File: config.mk
export PLATFORM = sky130hd
export DESIGN_NAME = ctl_ammo_flat
export DESIGN_NICKNAME = d
export VERILOG_FILES = /design/src/rtl/ctl_ammo_if.sv /design/src/rtl/ctl_ammo.sv /design/src/flat_wrapper.sv
export SDC_FILE = /design/constraint.sdc
export NUM_CORES = 1
export LEC_CHECK = 0
export CAP_MARGIN = 20
export CORE_ASPECT_RATIO = 1.5
export CORE_UTILIZATION = 55
export DETAILED_ROUTE_END_ITERATION = 16
export HOLD_SLACK_MARGIN = 0.15
export PLACE_DENSITY = 0.87
export SETUP_SLACK_MARGIN = 0.3
export SYNTH_ARGS = -nofsm -noshare
export SYNTH_HDL_FRONTEND = slang
export SYNTH_SLANG_ARGS = --single-unit
File: constraint.sdc
create_clock -name clk -period 3.4 [get_ports clk]
set_clock_uncertainty 0.1 [all_clocks]
set_input_delay 1.02 -clock clk [delete_from_list [all_inputs] [get_ports clk]]
set_output_delay 1.02 -clock clk [all_outputs]
set_load 0.03 [all_outputs]
File: src/rtl/ctl_ammo_if.sv
// Ammo controller signal bundle.
//   new_frame   : one-cycle pulse at the start of each VGA frame
//   shot_fired  : one-cycle pulse per trigger pull
//   hit         : one-cycle pulse per successful hit
//   restart     : one-cycle reload request (acted on only while empty)
//   hex0 / hex1 : BCD ones / tens of the current ammo count
//   ammo_empty  : count is 00
//   game_over   : controller is in EMPTY
//   reloading   : controller is in RELOAD
//   reset_score : one-cycle pulse on EMPTY -> RELOAD
// master drives the event pulses and observes the display/flags; slave is the controller.
interface ctl_ammo_if;
  logic       new_frame;
  logic       shot_fired;
  logic       hit;
  logic       restart;
  logic [3:0] hex0;
  logic [3:0] hex1;
  logic       ammo_empty;
  logic       game_over;
  logic       reloading;
  logic       reset_score;

  modport master (
    output new_frame, shot_fired, hit, restart,
    input  hex0, hex1, ammo_empty, game_over, reloading, reset_score
  );

  modport slave (
    input  new_frame, shot_fired, hit, restart,
    output hex0, hex1, ammo_empty, game_over, reloading, reset_score
  );
endinterface

File: src/rtl/ctl_ammo.sv
// Ammunition / game-round controller: PLAY -> EMPTY -> RELOAD -> PLAY with a
// BCD ammo count and a frame-paced reload animation.
// Ports: clk, rst (synchronous, active high), bus (ctl_ammo_if.slave).
// All outputs are registered; an input pulse at cycle N shows at cycle N+1.
module ctl_ammo #(
  parameter int unsigned START_TENS         = 3,
  parameter int unsigned START_ONES         = 4,
  parameter int unsigned HIT_BONUS          = 1,
  parameter int unsigned EMPTY_HOLD_FRAMES  = 120,
  parameter int unsigned RELOAD_STEP_FRAMES = 4
) (
  input  logic        clk,
  input  logic        rst,
  ctl_ammo_if.slave   bus
);

  localparam int unsigned HOLD_W = $clog2(EMPTY_HOLD_FRAMES + 1);
  localparam int unsigned STEP_W = $clog2(RELOAD_STEP_FRAMES + 1);
  // One counter serves both EMPTY hold and RELOAD pacing; it is cleared on every state entry.
  localparam int unsigned FW     = (HOLD_W > STEP_W) ? HOLD_W : STEP_W;
  localparam logic [7:0]  START  = {4'(START_TENS), 4'(START_ONES)};
  localparam logic [3:0]  BONUS  = 4'(HIT_BONUS);

  typedef enum logic [1:0] {S_PLAY, S_EMPTY, S_RELOAD} state_t;

  state_t          state_q, state_d;
  logic [7:0]      count_q, count_d;
  logic [FW-1:0]   frame_q, frame_d;
  logic            ammo_empty_q, game_over_q, reloading_q, reset_score_q;
  logic            ammo_empty_d, game_over_d, reloading_d, reset_score_d;

  // BCD add of a single digit, saturating at 99.
  function automatic logic [7:0] bcd_add(input logic [7:0] v, input logic [3:0] b);
    logic [4:0] o;
    logic [4:0] t;
    o = {1'b0, v[3:0]} + {1'b0, b};
    t = {1'b0, v[7:4]};
    if (o > 5'd9) begin
      o = o - 5'd10;
      t = t + 5'd1;
    end
    bcd_add = (t > 5'd9) ? 8'h99 : {t[3:0], o[3:0]};
  endfunction

  // BCD decrement by one, floor at 00.
  function automatic logic [7:0] bcd_dec(input logic [7:0] v);
    if (v == 8'h00)
      bcd_dec = 8'h00;
    else if (v[3:0] == 4'd0)
      bcd_dec = {v[7:4] - 4'd1, 4'd9};
    else
      bcd_dec = {v[7:4], v[3:0] - 4'd1};
  endfunction

  // State, count, frame counter and output registers.
  always_ff @(posedge clk) begin
    if (rst) begin
      state_q       <= S_PLAY;
      count_q       <= START;
      frame_q       <= '0;
      ammo_empty_q  <= 1'b0;
      game_over_q   <= 1'b0;
      reloading_q   <= 1'b0;
      reset_score_q <= 1'b0;
    end else begin
      state_q       <= state_d;
      count_q       <= count_d;
      frame_q       <= frame_d;
      ammo_empty_q  <= ammo_empty_d;
      game_over_q   <= game_over_d;
      reloading_q   <= reloading_d;
      reset_score_q <= reset_score_d;
    end
  end

  // Next state, next count and frame counter.
  always_comb begin
    state_d = state_q;
    count_d = count_q;
    frame_d = frame_q;
    unique case (state_q)
      S_PLAY: begin
        // Decrement first (only if nonzero), then bonus with saturation.
        if (bus.shot_fired && count_q != 8'h00) count_d = bcd_dec(count_d);
        if (bus.hit)                            count_d = bcd_add(count_d, BONUS);
        frame_d = '0;
        if (count_d == 8'h00) state_d = S_EMPTY;
      end
      S_EMPTY: begin
        if (bus.restart) begin
          state_d = S_RELOAD;
          frame_d = '0;
        end else if (bus.new_frame) begin
          if (frame_q == FW'(EMPTY_HOLD_FRAMES - 1)) begin
            state_d = S_RELOAD;
            frame_d = '0;
          end else begin
            frame_d = frame_q + FW'(1);
          end
        end
      end
      S_RELOAD: begin
        if (bus.new_frame) begin
          if (frame_q == FW'(RELOAD_STEP_FRAMES - 1)) begin
            frame_d = '0;
            // A 00 magazine is already full: exit without incrementing.
            if (count_q == START) begin
              state_d = S_PLAY;
            end else begin
              count_d = bcd_add(count_q, 4'd1);
              if (count_d == START) state_d = S_PLAY;
            end
          end else begin
            frame_d = frame_q + FW'(1);
          end
        end
      end
      default: state_d = S_PLAY;
    endcase
  end

  // Next values of the registered flags, derived from the upcoming state/count.
  always_comb begin
    ammo_empty_d  = (count_d == 8'h00);
    game_over_d   = (state_d == S_EMPTY);
    reloading_d   = (state_d == S_RELOAD);
    reset_score_d = (state_q == S_EMPTY) && (state_d == S_RELOAD);
  end

  assign bus.hex1        = count_q[7:4];
  assign bus.hex0        = count_q[3:0];
  assign bus.ammo_empty  = ammo_empty_q;
  assign bus.game_over   = game_over_q;
  assign bus.reloading   = reloading_q;
  assign bus.reset_score = reset_score_q;

endmodule

File: src/flat_wrapper.sv
// flat-port wrapper written by rule: the top's interface ports become plain ports
module ctl_ammo_flat 
#(
  parameter int unsigned START_TENS         = 3,
  parameter int unsigned START_ONES         = 4,
  parameter int unsigned HIT_BONUS          = 1,
  parameter int unsigned EMPTY_HOLD_FRAMES  = 120,
  parameter int unsigned RELOAD_STEP_FRAMES = 4
)
  (clk, rst, bus_new_frame, bus_shot_fired, bus_hit, bus_restart, bus_hex0, bus_hex1, bus_ammo_empty, bus_game_over, bus_reloading, bus_reset_score);
  ctl_ammo_if bus_i ();
  input  logic clk;
  input  logic rst;
  input wire logic [$bits(bus_i.new_frame)-1:0] bus_new_frame;
  input wire logic [$bits(bus_i.shot_fired)-1:0] bus_shot_fired;
  input wire logic [$bits(bus_i.hit)-1:0] bus_hit;
  input wire logic [$bits(bus_i.restart)-1:0] bus_restart;
  output wire logic [$bits(bus_i.hex0)-1:0] bus_hex0;
  output wire logic [$bits(bus_i.hex1)-1:0] bus_hex1;
  output wire logic [$bits(bus_i.ammo_empty)-1:0] bus_ammo_empty;
  output wire logic [$bits(bus_i.game_over)-1:0] bus_game_over;
  output wire logic [$bits(bus_i.reloading)-1:0] bus_reloading;
  output wire logic [$bits(bus_i.reset_score)-1:0] bus_reset_score;
  assign bus_i.new_frame = bus_new_frame;
  assign bus_i.shot_fired = bus_shot_fired;
  assign bus_i.hit = bus_hit;
  assign bus_i.restart = bus_restart;
  assign bus_hex0 = bus_i.hex0;
  assign bus_hex1 = bus_i.hex1;
  assign bus_ammo_empty = bus_i.ammo_empty;
  assign bus_game_over = bus_i.game_over;
  assign bus_reloading = bus_i.reloading;
  assign bus_reset_score = bus_i.reset_score;
  ctl_ammo #(.START_TENS(START_TENS), .START_ONES(START_ONES), .HIT_BONUS(HIT_BONUS), .EMPTY_HOLD_FRAMES(EMPTY_HOLD_FRAMES), .RELOAD_STEP_FRAMES(RELOAD_STEP_FRAMES)) u_core (.clk(clk), .rst(rst), .bus(bus_i));
endmodule
==> reports/metrics.yaml <==
status: "complete, but fails checks"
violations: "setup timing"
power.leakage_uw: 0.001545
numCtsBuffers: 3
cellPowerDensity_nw_per_um2: 799.8
gp_congestion: 1.046
grt_pass1_wl_um: 16540
drt_wl_total_um: 11240
hold_viol: 0
antenna_found_initial: 0
synth_area_leaders: "dfxtp_1 15%, ha_1 7.2%, nor2_1 4.9%"
clock_path_buffers: 2
insertedDiodeCount: 0
via_per_inst: 7.052
cap_violations: 0
setup_viol: 7
synth_top_cell_by_area: "dfxtp_1"
finalCritPeriodShare: 1.007
synth_flop_cell: "dfxtp_1"
mappedNetlistNets: 390
grt_use_total: 0.4104
fin_util: 0.8155
yosys_warnings: 0
relSlewSlack: 0.6536
grt_pass1_vias: 3489
max_freq_ghz: 0.2920
setup_ws_ns: -0.02451
nets: 476
arrival_ns: 3.49
tightest_slew_ns: 0.5149
fin_cells: 519
cts_tree: "done"
syn_to_final_growth_pct: 43.05
async_flop_share: 0
vias: 3660
die_area_um2: 5319
grt_start_max_net_pins: 20
synth_area_per_cell_um2: 7.511
fillerInstances: 305
multiInputGateArea_um2: 2475
yosys.area.top_type_share: 0.1521
ioPinCount: 18
insertion_delay_ns: 0.27
port-buffer-count: 17
grt_remaining_overflow: 0
clkTransAtPathRegs_ns: 0.09
synth_cells: 368
r2r_start: "u_core.count_q[0]"
root_buffer: "clkbuf_8"
synth_cell_types: 86
die_x_um: 59.88
slowest_stage: "or3b_4"
crit_start: "u_core.count_q[0]"
synth_simple_gate_area_frac: 0.3400
seq_area_um2: 434.2
dr.pass1.iters: 5
maxSlewViolCount: 0
first_iter_violations: 418
grt_setup_unrepaired: "true"
postRouteAntennaNets: 0
drive_gt1_frac: 0.3709
htreeDepth: 1
drc: 0
endpoint_kind: "register"
cpPeakStageDelay_ns: 0.40
hp-class: "reg2reg"
crit_top_cell: "o21ai_1"
cp-start-kind: "register"
synth_mux_area_frac: 0.01132
yosysSeqAreaShare: 0.1521
synth_compound_gate_area_share: 0.3196
clock_sinks: 21
core_um2: 4848
wire_per_inst_um: 21.66
period_needed_ns: 3.425
synth-xor-area-share: 0.03440
critical_path_class: "reg2reg"
synthAdderAreaFrac: 0.07243
min-delay-start: "u_core.frame_q[1]"
synth_top_family_by_area: "simple AND/OR/NAND/NOR gates"
synth_area_um2: 2764
ys_ff_latch: 21
initial_core_util: 0.5701
fp-row-count: 31
critPathRequiredTime_ns: 3.46
dp_hpwl_um: 7466
synth_edf_count: 0
die_y_um: 88.82
critPathMaxFanout: 6
ir_worst_vdd_mv: 0.4361
crit_chain: "inv_6 > ha_4 > or3b_4 > o211ai_1 > o21ai_1 > ha_2 > or3_4 > nand2_1 > ha_1 > inv_1 > o221ai_2 > nand4_1 > o31ai_4 > and3_4 > o21ai_1"
dp.cells: 503
[cell type report]
class                           count  share of cell area
Timing Repair Buffer               98              0.2070
Clock inverter                      1            0.001266
Clock buffer                        3             0.01044
Tap cell                           66             0.02089
Multi-Input combinational cell    306              0.6259
Inverter                           24             0.02468
Sequential cell                    21              0.1098
[through the flow]
step	power, uW	TNS (ns)	hold slack [ns]	setup slack, ns	area [um2]
floorplan	1710	0	0.3625	0.09682	2895
global placement	2381	-7.159	0.3844	-0.6390	3557
detailed placement	2437	-8.698	0.4006	-0.7715	3557
CTS	2775	0	0.4101	0.09577	3775
global route	3332	-0.9178	0.4283	-0.1727	3954
finish	3162	-0.1202	0.4132	-0.02451	3954
[logic make-up (layout without fill, tap and decap cells)]
group                      after synthesis  in the layout
muxes                                    3              3
buffers and inverters                   41            126
AOI/OAI and AO/OA                      112            112
adders and majority gates               16             16
and+or+nand+nor                        165            165
xor gates and xnor gates                10             10
DFF                                     21             21
[worst paths after layout]
path | to | slack, ns | cells after the start
min | u_core.frame_q[1] | 0.41 | 2
max reg2reg | u_core.bus.reloading | -0.02 | 15
max | u_core.bus.reloading | -0.02 | 15
min reg2reg | u_core.frame_q[1] | 0.41 | 2
[cells in the mapped netlist (all sizes together), types with 6 or more instances]
cell type   n
xnor2       6
nor2       36
buf        12
ha         16
a211oi      6
nor4       10
a31oi       6
nand3      15
or2         6
o211ai      6
inv        24
nand2b      8
a21oi      20
nor3        9
nand4       8
o21ai      18
nand2      34
and2        8
dfxtp      21
[critical path, delay by kind of cell, from the launching register on]
family	cells	cell delay (ns)
buffers and inverters	2	0.14
DFF	1	0.37
and+or+nand+nor	5	1.29
adders and majority gates	3	0.50
AOI/OAI and AO/OA	5	0.90
[timing repair]
item	in CTS	in global routing
gates resized for setup	27	30
pin swaps	18	6
cloned	0	0
endpoints found under the setup margin	14	14
hold buffers	0	0
buffers inserted	9	3
[per-layer routing]
| layer | GRT usage | vias up | share of wire |
|---|---|---|---|
| met3 | 0.06433 | 119 | 0.074 |
| met1 | 0.4329 | 1692 | 0.34 |
| met4 | 0.2410 | 0 | 0.080 |
| li1 | - | 1560 | - |
| met5 | 0 | - | 0 |
| met2 | 0.7455 | 289 | 0.50 |
[layout by cell type (no fill, tap or decap), drive strengths merged, types with 9 or more instances in the layout]
cell type,count
a21oi,20
buf,82
clkdlybuf4s50,16
dfxtp,21
ha,16
inv,24
nand2,34
nand3,15
nor2,36
nor3,9
nor4,10
o21ai,18
[power by group]
group / switching (uW) / total [uW] / internal (uW) / leakage (uW)
combinational: 1440 / 2630 / 1200 / 0.00135
clock: 95.1 / 177 / 82.1 / 0.0000255
sequential: 60.4 / 351 / 290 / 0.000171
[flip-flops by register name (all words and copies together) (netlist names)]
name	cells
u_core.state_q	2
u_core.count_q	8
u_core.bus.ammo_empty	1
u_core.bus.reloading	1
u_core.bus.game_over	1
u_core.bus.reset_score	1
u_core.frame_q	7
(Power assumes the default switching activity.)
